## src/rtl/mult_div_unit_pkg.sv

```systemverilog
// Shared encodings for the iterative multiply/divide unit: op codes, FSM states
// and the step-class select used by the datapath.
package mult_div_unit_pkg;

    typedef enum logic [1:0] {
        OP_MULT  = 2'b00,
        OP_MULTU = 2'b01,
        OP_DIV   = 2'b10,
        OP_DIVU  = 2'b11
    } op_e;

    typedef enum logic [1:0] {
        IDLE = 2'b00,
        CALC = 2'b01,
        FIX  = 2'b10,
        DONE = 2'b11
    } state_e;

    typedef enum logic {
        CLS_MUL = 1'b0,
        CLS_DIV = 1'b1
    } op_class_e;

    function automatic logic op_is_signed(input logic [1:0] op);
        return (op == OP_MULT) || (op == OP_DIV);
    endfunction

endpackage

```

## src/rtl/mult_div_unit_if.sv

```systemverilog
// Request/result bundle between the core controller (master) and the
// multiply/divide unit (slave).
interface mult_div_unit_if #(
    parameter int WIDTH = 32
);
    logic             Start;
    logic [1:0]       Op;
    logic [WIDTH-1:0] OpA;
    logic [WIDTH-1:0] OpB;
    logic             Busy;
    logic             Done;
    logic [WIDTH-1:0] Hi;
    logic [WIDTH-1:0] Lo;
    logic             DivByZero;

    modport master (
        output Start, Op, OpA, OpB,
        input  Busy, Done, Hi, Lo, DivByZero
    );

    modport slave (
        input  Start, Op, OpA, OpB,
        output Busy, Done, Hi, Lo, DivByZero
    );
endinterface

```

## src/rtl/mult_div_unit_step.sv

```systemverilog
// One radix-2 iteration: shift-add for multiply, restoring subtract for divide.
// Accumulator layout: multiply {0, product[2W-1:0]}; divide {rem[W:0], quo[W-1:0]}.
module mult_div_step
    import mult_div_unit_pkg::*;
#(
    parameter int WIDTH = 32
) (
    input  op_class_e          i_class,
    input  logic [2*WIDTH:0]   i_acc,
    input  logic [WIDTH-1:0]   i_opnd,
    output logic [2*WIDTH:0]   o_acc
);

    logic [WIDTH:0]   w_sum;
    logic [WIDTH:0]   w_upper;
    logic [WIDTH+1:0] w_shifted;
    logic [WIDTH+1:0] w_diff;
    logic [WIDTH:0]   w_rem_next;
    logic             w_qbit;

    // Next accumulator for the selected op class
    always_comb begin
        w_sum      = {1'b0, i_acc[2*WIDTH-1:WIDTH]} + {1'b0, i_opnd};
        w_upper    = {1'b0, i_acc[2*WIDTH-1:WIDTH]};
        w_shifted  = {i_acc[2*WIDTH:WIDTH], i_acc[WIDTH-1]};
        w_diff     = w_shifted - {2'b00, i_opnd};
        w_rem_next = '0;
        w_qbit     = 1'b0;
        o_acc      = '0;

        case (i_class)
            CLS_MUL: begin
                if (i_acc[0]) begin
                    o_acc = {1'b0, w_sum, i_acc[WIDTH-1:1]};
                end else begin
                    o_acc = {1'b0, w_upper, i_acc[WIDTH-1:1]};
                end
            end
            CLS_DIV: begin
                // A set top bit of the difference is the borrow: restore
                if (w_diff[WIDTH+1]) begin
                    w_rem_next = w_shifted[WIDTH:0];
                    w_qbit     = 1'b0;
                end else begin
                    w_rem_next = w_diff[WIDTH:0];
                    w_qbit     = 1'b1;
                end
                o_acc = {w_rem_next, i_acc[WIDTH-2:0], w_qbit};
            end
            default: begin
                o_acc = i_acc;
            end
        endcase
    end

endmodule

```

## src/rtl/mult_div_unit.sv

```systemverilog
// Iterative 32-bit MULT/MULTU/DIV/DIVU unit: IDLE -> CALC (WIDTH steps) -> FIX -> DONE,
// Busy high for WIDTH+2 cycles, {Hi, Lo} written on the FIX->DONE edge.
module mult_div_unit
    import mult_div_unit_pkg::*;
#(
    parameter int WIDTH = 32,
    parameter int CNT_W = 5
) (
    input  logic           Clk,
    input  logic           Reset,
    mult_div_unit_if.slave bus
);

    state_e             r_state;
    logic [CNT_W-1:0]   r_cnt;
    op_class_e          r_class;
    logic               r_neg_lo;
    logic               r_neg_hi;
    logic               r_dbz;
    logic [WIDTH-1:0]   r_opnd;
    logic [2*WIDTH:0]   r_acc;
    logic               r_busy;
    logic               r_done;
    logic [WIDTH-1:0]   r_hi;
    logic [WIDTH-1:0]   r_lo;
    logic               r_dbz_out;

    logic               w_signed;
    logic               w_is_div;
    logic               w_sign_a;
    logic               w_sign_b;
    logic [WIDTH-1:0]   w_abs_a;
    logic [WIDTH-1:0]   w_abs_b;
    logic [2*WIDTH:0]   w_acc_next;
    logic [2*WIDTH-1:0] w_prod;
    logic [WIDTH-1:0]   w_hi;
    logic [WIDTH-1:0]   w_lo;

    // Operand decode: magnitudes and sign flags for signed ops
    always_comb begin
        w_signed = op_is_signed(bus.Op);
        w_is_div = bus.Op[1];
        w_sign_a = w_signed & bus.OpA[WIDTH-1];
        w_sign_b = w_signed & bus.OpB[WIDTH-1];
        if (w_sign_a) begin
            w_abs_a = -bus.OpA;
        end else begin
            w_abs_a = bus.OpA;
        end
        if (w_sign_b) begin
            w_abs_b = -bus.OpB;
        end else begin
            w_abs_b = bus.OpB;
        end
    end

    mult_div_step #(
        .WIDTH (WIDTH)
    ) u_step (
        .i_class (r_class),
        .i_acc   (r_acc),
        .i_opnd  (r_opnd),
        .o_acc   (w_acc_next)
    );

    // Sign fix-up of the raw magnitude result
    always_comb begin
        w_prod = r_acc[2*WIDTH-1:0];
        w_hi   = '0;
        w_lo   = '0;
        if (r_class == CLS_MUL) begin
            if (r_neg_lo) begin
                w_prod = -r_acc[2*WIDTH-1:0];
            end else begin
                w_prod = r_acc[2*WIDTH-1:0];
            end
            w_hi = w_prod[2*WIDTH-1:WIDTH];
            w_lo = w_prod[WIDTH-1:0];
        end else begin
            // With a zero divisor no step borrows, so the remainder is |OpA| and
            // re-applying the dividend sign restores OpA unmodified.
            if (r_neg_hi) begin
                w_hi = -r_acc[2*WIDTH-1:WIDTH];
            end else begin
                w_hi = r_acc[2*WIDTH-1:WIDTH];
            end
            if (r_dbz) begin
                w_lo = '1;
            end else if (r_neg_lo) begin
                w_lo = -r_acc[WIDTH-1:0];
            end else begin
                w_lo = r_acc[WIDTH-1:0];
            end
        end
    end

    // Control FSM, iteration counter and registered outputs
    always_ff @(posedge Clk or posedge Reset) begin
        if (Reset) begin
            r_state   <= IDLE;
            r_cnt     <= '0;
            r_class   <= CLS_MUL;
            r_neg_lo  <= 1'b0;
            r_neg_hi  <= 1'b0;
            r_dbz     <= 1'b0;
            r_opnd    <= '0;
            r_acc     <= '0;
            r_busy    <= 1'b0;
            r_done    <= 1'b0;
            r_hi      <= '0;
            r_lo      <= '0;
            r_dbz_out <= 1'b0;
        end else begin
            case (r_state)
                IDLE: begin
                    r_done <= 1'b0;
                    if (bus.Start) begin
                        r_state  <= CALC;
                        r_busy   <= 1'b1;
                        r_cnt    <= '0;
                        r_class  <= w_is_div ? CLS_DIV : CLS_MUL;
                        r_neg_lo <= w_sign_a ^ w_sign_b;
                        r_neg_hi <= w_sign_a;
                        r_dbz    <= w_is_div && (bus.OpB == '0);
                        r_opnd   <= w_is_div ? w_abs_b : w_abs_a;
                        r_acc    <= {{(WIDTH+1){1'b0}}, (w_is_div ? w_abs_a : w_abs_b)};
                    end else begin
                        r_state <= IDLE;
                    end
                end
                CALC: begin
                    r_acc <= w_acc_next;
                    r_cnt <= r_cnt + CNT_W'(1);
                    if (r_cnt == CNT_W'(WIDTH-1)) begin
                        r_state <= FIX;
                    end else begin
                        r_state <= CALC;
                    end
                end
                FIX: begin
                    r_hi      <= w_hi;
                    r_lo      <= w_lo;
                    r_dbz_out <= r_dbz;
                    r_done    <= 1'b1;
                    r_state   <= DONE;
                end
                DONE: begin
                    r_done  <= 1'b0;
                    r_busy  <= 1'b0;
                    r_state <= IDLE;
                end
                default: begin
                    r_done  <= 1'b0;
                    r_busy  <= 1'b0;
                    r_state <= IDLE;
                end
            endcase
        end
    end

    assign bus.Busy      = r_busy;
    assign bus.Done      = r_done;
    assign bus.Hi        = r_hi;
    assign bus.Lo        = r_lo;
    assign bus.DivByZero = r_dbz_out;

endmodule
```

## src/flat_wrapper.sv

```systemverilog
// flat-port wrapper written by rule: the top's interface ports become plain ports
module mult_div_unit_flat import mult_div_unit_pkg::*;
#(
    parameter int WIDTH = 32,
    parameter int CNT_W = 5
)
  (Clk, Reset, bus_Start, bus_Op, bus_OpA, bus_OpB, bus_Busy, bus_Done, bus_Hi, bus_Lo, bus_DivByZero);
  mult_div_unit_if #(.WIDTH(WIDTH)) bus_i ();
  input  logic Clk;
  input  logic Reset;
  input wire logic [$bits(bus_i.Start)-1:0] bus_Start;
  input wire logic [$bits(bus_i.Op)-1:0] bus_Op;
  input wire logic [$bits(bus_i.OpA)-1:0] bus_OpA;
  input wire logic [$bits(bus_i.OpB)-1:0] bus_OpB;
  output wire logic [$bits(bus_i.Busy)-1:0] bus_Busy;
  output wire logic [$bits(bus_i.Done)-1:0] bus_Done;
  output wire logic [$bits(bus_i.Hi)-1:0] bus_Hi;
  output wire logic [$bits(bus_i.Lo)-1:0] bus_Lo;
  output wire logic [$bits(bus_i.DivByZero)-1:0] bus_DivByZero;
  assign bus_i.Start = bus_Start;
  assign bus_i.Op = bus_Op;
  assign bus_i.OpA = bus_OpA;
  assign bus_i.OpB = bus_OpB;
  assign bus_Busy = bus_i.Busy;
  assign bus_Done = bus_i.Done;
  assign bus_Hi = bus_i.Hi;
  assign bus_Lo = bus_i.Lo;
  assign bus_DivByZero = bus_i.DivByZero;
  mult_div_unit #(.WIDTH(WIDTH), .CNT_W(CNT_W)) u_core (.Clk(Clk), .Reset(Reset), .bus(bus_i));
endmodule
```

## config.mk

```make
export PLATFORM = sky130hd
export DESIGN_NAME = mult_div_unit_flat
export DESIGN_NICKNAME = d
export VERILOG_FILES = /design/src/rtl/mult_div_unit_pkg.sv /design/src/rtl/mult_div_unit_if.sv /design/src/rtl/mult_div_unit_step.sv /design/src/rtl/mult_div_unit.sv /design/src/flat_wrapper.sv
export SDC_FILE = /design/constraint.sdc
export NUM_CORES = 1
export LEC_CHECK = 0
export ABC_AREA = 1
export BUFFER_PORTS_ARGS = -buffer_cell sky130_fd_sc_hd__clkbuf_2
export CAP_MARGIN = 0
export CORE_MARGIN = 3
export CORE_UTILIZATION = 63
export DETAILED_ROUTE_END_ITERATION = 8
export PLACE_DENSITY = 0.85
export SLEW_MARGIN = 20
export SYNTH_ARGS = -nofsm -noshare
export SYNTH_HDL_FRONTEND = slang
export SYNTH_SLANG_ARGS = --single-unit
```

## constraint.sdc

```tcl
create_clock -name Clk -period 6.43 [get_ports Clk]
set_input_delay 1.286 -clock Clk [delete_from_list [all_inputs] [get_ports Clk]]
set_output_delay 1.286 -clock Clk [all_outputs]
set_load 0.01 [all_outputs]
```

# After elaboration in Yosys (flattened, before gate mapping)
# Index checks and enable logic that the tools add are counted.
# classes
n_addsub	8
n_eq_ne	6
mux	25
bitwise_logic	4
n_reduce_logical	12
# op_table
op	n
2-to-1 mux 32 bit	9
case mux 65 bit (2 select lines)	2
2-to-1 mux 64 bit	2
negator 32 bit	4
2-to-1 mux 65 bit	1
negator 64 bit	1
subtractor 34 x 32 -> 34 bit	1
adder 32 x 32 -> 33 bit	1
2-to-1 mux 33 bit	1
zero test 32 bit	1
case mux 5 bit (2 select lines)	1
case mux 2 bit (4 select lines)	1
== test 2 bit, second input constant	3
AND reduction 2 bit	3
nonzero test 2 bit	3
adder 5 x 1 -> 5 bit, second input constant	1
== test 5 bit, second input constant	1
2-to-1 mux 5 bit	1
zero test 2 bit	2
2-to-1 mux 1 bit	4
case mux 1 bit (2 select lines)	2
AND 1 bit	2
== test 2 x 1 -> 1 bit, second input constant	1
2-to-1 mux 2 bit	1
6 further kinds	6
# word_totals
reg_bits	175
inputBits	69
out_inout_bits	67
elab_cells	68

# Longest topological paths before layout
# depth
word_depth	7
ltp_mapped	18
depth_no_buf	18

# By module
# From an unflattened synthesis, not the netlist that was laid out.
# unflattened
hier_cells	3112
hier_area_um2	18236.2
# by_module_without_submodules
mod	n_inst	cells_each	area_each_um2	seq_area_each_um2
mult_div_unit	1	1842	12051.6	4379.2
mult_div_step	1	1270	6184.7	0.0

# Worst setup path after synthesis
# OpenSTA, ideal clock, no wires.
# synth_path
kind	input -> register
start	input port bus_OpB[0]
end	register u_core.r_acc[20]
setup_ns	0.122
arrival_ns	2.608
required_ns	6.308
setup_slack_ns	3.700
stages	10
path_buffers	0
path_cell_list	inv_1 ha_1 nand3_1 nor2_2 nand4_1 o21ai_0 xor2_1 nand2_1 nand3_1 a21oi_1
# synth_via
elab_chain_len	5
# synth_rtl
element	line	rtl
from (decl)	flat_wrapper.sv:14	input wire logic [$bits(bus_i.OpB)-1:0] bus_OpB;
negator 32 bit	mult_div_unit.sv:51	w_abs_b = -bus.OpB;
2-to-1 mux 32 bit	mult_div_unit.sv:50	if (w_sign_b) begin
2-to-1 mux 32 bit	mult_div_unit.sv:126	r_acc <= {{(WIDTH+1){1'b0}}, (w_is_div ? w_abs_a : w_abs_b)};
2-to-1 mux 65 bit	mult_div_unit.sv:117	if (bus.Start) begin
case mux 65 bit (2 select lines)	mult_div_unit.sv:114	case (r_state)
to (signal assigned)	mult_div_unit.sv:126	
to (signal assigned)	mult_div_unit.sv:132	r_acc <= w_acc_next;
to (decl)	mult_div_unit.sv:21	logic [2*WIDTH:0] r_acc;
# No other way between the ends. The select of a mux whose other input is x is not followed.
# A chain may end at the register's enable or synchronous reset.

==> impl_results.md <==
- Source-to-sink clock delay at the later pin of the worst-skew pair: 0.45 ns
- Largest family of logic cells by synthesized area: simple AND/OR/NAND/NOR gates
- Worst setup EP type: register
- Number of global-route vias before repair: 19,300
- Filler cell count: 2,617
- Placeable core region: 28,200 sq um
- Sequential fraction of the synthesis area: 0.240
- Number of instances in the synthesized netlist: 3,125
- Depth of the worst register-to-register path: 8
- Via Count: 21,700
- Leading area contributor after synthesis: dfrtp_1
- Most area-consuming cells after synthesis: dfrtp_1 (24%), nand2_1 (21%), nand3_1 (9.1%)
- Hold bufs inserted after CTS: 0
- Switching part of the total: 0.593
- Post-cts repair resize count: 0
- Combined global-route utilization of all metal layers: 0.424
- Count of max-cap constraint violations: 0
- Horizontal extent of the die: 176 um
- First-pass GRT wire length: 104,000 um
- Initial Util: 0.649
- Startpoint of the most critical hold path: u_core.bus.DivByZero
- Class of the most critical hold timing path: reg2reg
- Number of flops mapped to enable cells by yosys: 0
- Slack of the worst reg-to-reg path: 2.20 ns
- RSZ-0062 raised after global routing: no
- Clk sink count: 175
- DRT Wirelength: 67,900 um
- Endpoints failing setup: 0
- Startpoint kind of the worst setup timing path: register
- FP Rows: 61
- Post-layout total power: 0.0119 W
- Routed vias/inst: 6.06
- Post-synth top area share: 0.240
- Nets in the synthesized netlist: 3,271
- Register cell area after layout: 4380 sq um
- Relative contribution of combinational cells to total power: 0.695
- Arrival time worst endpoint: 4.54 ns
- Worst hold margin: 0.480 ns
- Layout cell share with drive strength beyond 1: 0.0833
- FMAX: 236 MHz
- Post-synthesis adder-cell area fraction: 0.0535
- Area share of and/or/nand/nor cells after synthesis: 0.425
- Synth warnings: 0
- Critical path peak fanout: 65
- Internal power component: 0.00483 W
- Dpl cell area: 19,100 sq um
- Max-slew violation count: 0
- Wire length per cell: 18.9 um
- Status: completed
- Net switching power of the design: 0.00705 W
- Antenna violations before repair: 1
- Setup TNS: 0 ns
- Ports placed on the boundary: 136
- Post-CTS Setup Inserts: 0
- Transition time at the pin with the least slew margin: 1.05 ns
- Number of clock buffers inserted by TritonCTS: 17
- Max transition margin: 0.298
- Portion of netlist area occupied by mux cells: 0.000616
- Floorplan die area: 31,100 sq um
- CP Data Required Time: 6.74 ns
- Net count reported at finish: 3,338
- Mean area per synthesized cell: 5.85 sq um
- CTS tree: built
- Crit path kind: reg2reg
- Residual antenna-violating net count after detailed routing: 0
- Die span in y: 176 um
- Tmin final: 4.23 ns
- Number of DRC violations after detailed-routing iteration 0: 3,266
- Worst clock skew: 0.0150 ns
- Clk pwr share: 0.097
- Clk slew on worst S/H paths: 0.08 ns
- Post-Layout Inst Area: 19,800 sq um
- Clock root buffer: clkbuf_16
- Multi-input gate area in the final layout: 11,800 sq um
- First-pass DRT Iterations: 9
- Final design utilization: 0.701
- Leading cell types by count after synthesis: nand2_1 (1,026), inv_1 (436), nand3_1 (334)
- Sum of net half-perimeters after detailed placement: 53,500 um
- Post-Synth XOR/XNOR Area: 0.0383
- Count of unique library cells instantiated by Yosys: 51
- GRT Residual Overflow: 0
- Buffers on Ports: 135
- Area growth from synthesis to layout: 8.04%
- Share of the clock period used by the worst path: 0.659
- Most common cell in the netlist: nand2_1
- Synth Area in Compound Gates: 0.126
- Mapped cell area: 18,300 sq um
- Cells on Worst Hold Path: 2
- Hold violation count in the final report: 0
- Maximum vdd drop: 0.379 mV
- Pin count of the biggest net entering global routing: 86
- Post-synth top flop: dfrtp_1
- Synth async-reset ratio: 1.00
- Part of the power in registers: 0.209
- Power per unit of standard cell area: 602 nW/um^2
- Bufs on Longest Clock Path: 2
- Leakage dissipation: 10.8 nW
- Final weighted congestion of routability-driven global placement: 1.12
- Number of levels the H-tree was split into: 4
- Flops & latches, synth: 175
- Total DRC errors in the routed layout: 0
## worst max-delay path, cell delays in order, from the launching register on
cell and delay [ns]:
dfrtp_1 0.41, inv_1 0.13, ha_1 0.78, inv_2 0.59, o21ai_2 0.28, buf_4 0.39, clkinv_2 0.85, a21oi_1 0.50
a21oi_1 0.13
## layout by cell type, fill, tap and decap left out, types with 5 or more instances in the layout
| master | Yosys | final |
|---|---|---|
| a21o_1 | 5 | 5 |
| a21oi_1 | 153 | 153 |
| a22oi_1 | 14 | 14 |
| a31oi_1 | 25 | 25 |
| buf_4 | 3 | 13 |
| clkbuf_16 | 0 | 17 |
| clkbuf_2 | 0 | 135 |
| dfrtp_1 | 175 | 174 |
| ha_1 | 75 | 74 |
| inv_1 | 436 | 434 |
| inv_2 | 13 | 13 |
| nand2_1 | 1026 | 1026 |
| nand2_2 | 12 | 12 |
| nand3_1 | 334 | 334 |
| nand3_2 | 11 | 11 |
| nand3b_1 | 12 | 12 |
| nand4_1 | 37 | 37 |
| nor2_1 | 323 | 322 |
| nor2_2 | 11 | 12 |
| nor2_4 | 7 | 7 |
| nor3_1 | 29 | 29 |
| nor4_1 | 5 | 5 |
| o211ai_1 | 28 | 28 |
| o21ai_0 | 147 | 146 |
| o21ai_1 | 7 | 7 |
| o221ai_1 | 5 | 5 |
| o22ai_1 | 6 | 6 |
| or2_2 | 11 | 11 |
| xnor2_1 | 20 | 20 |
| xor2_1 | 60 | 60 |
## flip-flops by register name (all words and copies together) (netlist names), named ones only
register and cells:
u_core.r_acc 65, u_core.r_neg_lo 1, u_core.bus.Busy 1, u_core.r_neg_hi 1
u_core.r_class 1, u_core.r_state 1, u_core.r_dbz 1, u_core.r_opnd 32
u_core.bus.Hi 32, u_core.r_cnt 5, u_core.bus.Done 1, u_core.bus.Lo 32
u_core.bus.DivByZero 1
## final timing paths
path / end
setup / recovery: u_core.r_acc[28]
hold / removal: u_core.bus.DivByZero
setup reg to reg: u_core.r_acc[28]
hold reg to reg: u_core.bus.DivByZero
max in group asynchronous: u_core.r_acc[49]
min in group asynchronous: u_core.bus.Lo[21]
## layer usage
metal,share of wire,vias up,track usage
li1,-,10100,-
met1,0.39,9762,0.587
met2,0.41,1583,0.627
met3,0.14,269,0.0841
met4,0.064,0,0.224
met5,0,-,0
## cells by family after synthesis
logic type,after synthesis
flops,175
buf+inv,552
xor+xnor,80
compound gates,410
mux,1
fa+ha+maj,77
simple gates,1830
## power groups by stage
stage          Clock, W  Combinational [W]  Sequential (W)
6_report        0.00115            0.00826         0.00248
2_1_floorplan         0            0.00597         0.00204
3_5_place_dp          0            0.00791         0.00240
5_1_grt         0.00119            0.00910         0.00247
4_1_cts         0.00114            0.00797         0.00238
3_3_place_gp          0            0.00772         0.00237
## through the flow
step,instances,setup slack (ns)
2_1_floorplan,3125,0.399
3_3_place_gp,3551,2.84
3_5_place_dp,3551,2.82
4_1_cts,3583,2.80
5_1_grt,3583,2.04
6_report,3584,2.20
## area by class of cell
| cell class | count | share of cell area |
|---|---|---|
| clock inverters | 14 | 0.0108 |
| clock buffers | 18 | 0.0217 |
| flip-flops and latches | 175 | 0.222 |
| inverters | 451 | 0.0862 |
| diodes | 1 | 0.000127 |
| multi-input cells | 2398 | 0.596 |
| repair buffers | 149 | 0.0397 |
| well taps | 378 | 0.0239 |
Note: power is estimated with default switching activity, not from simulation.
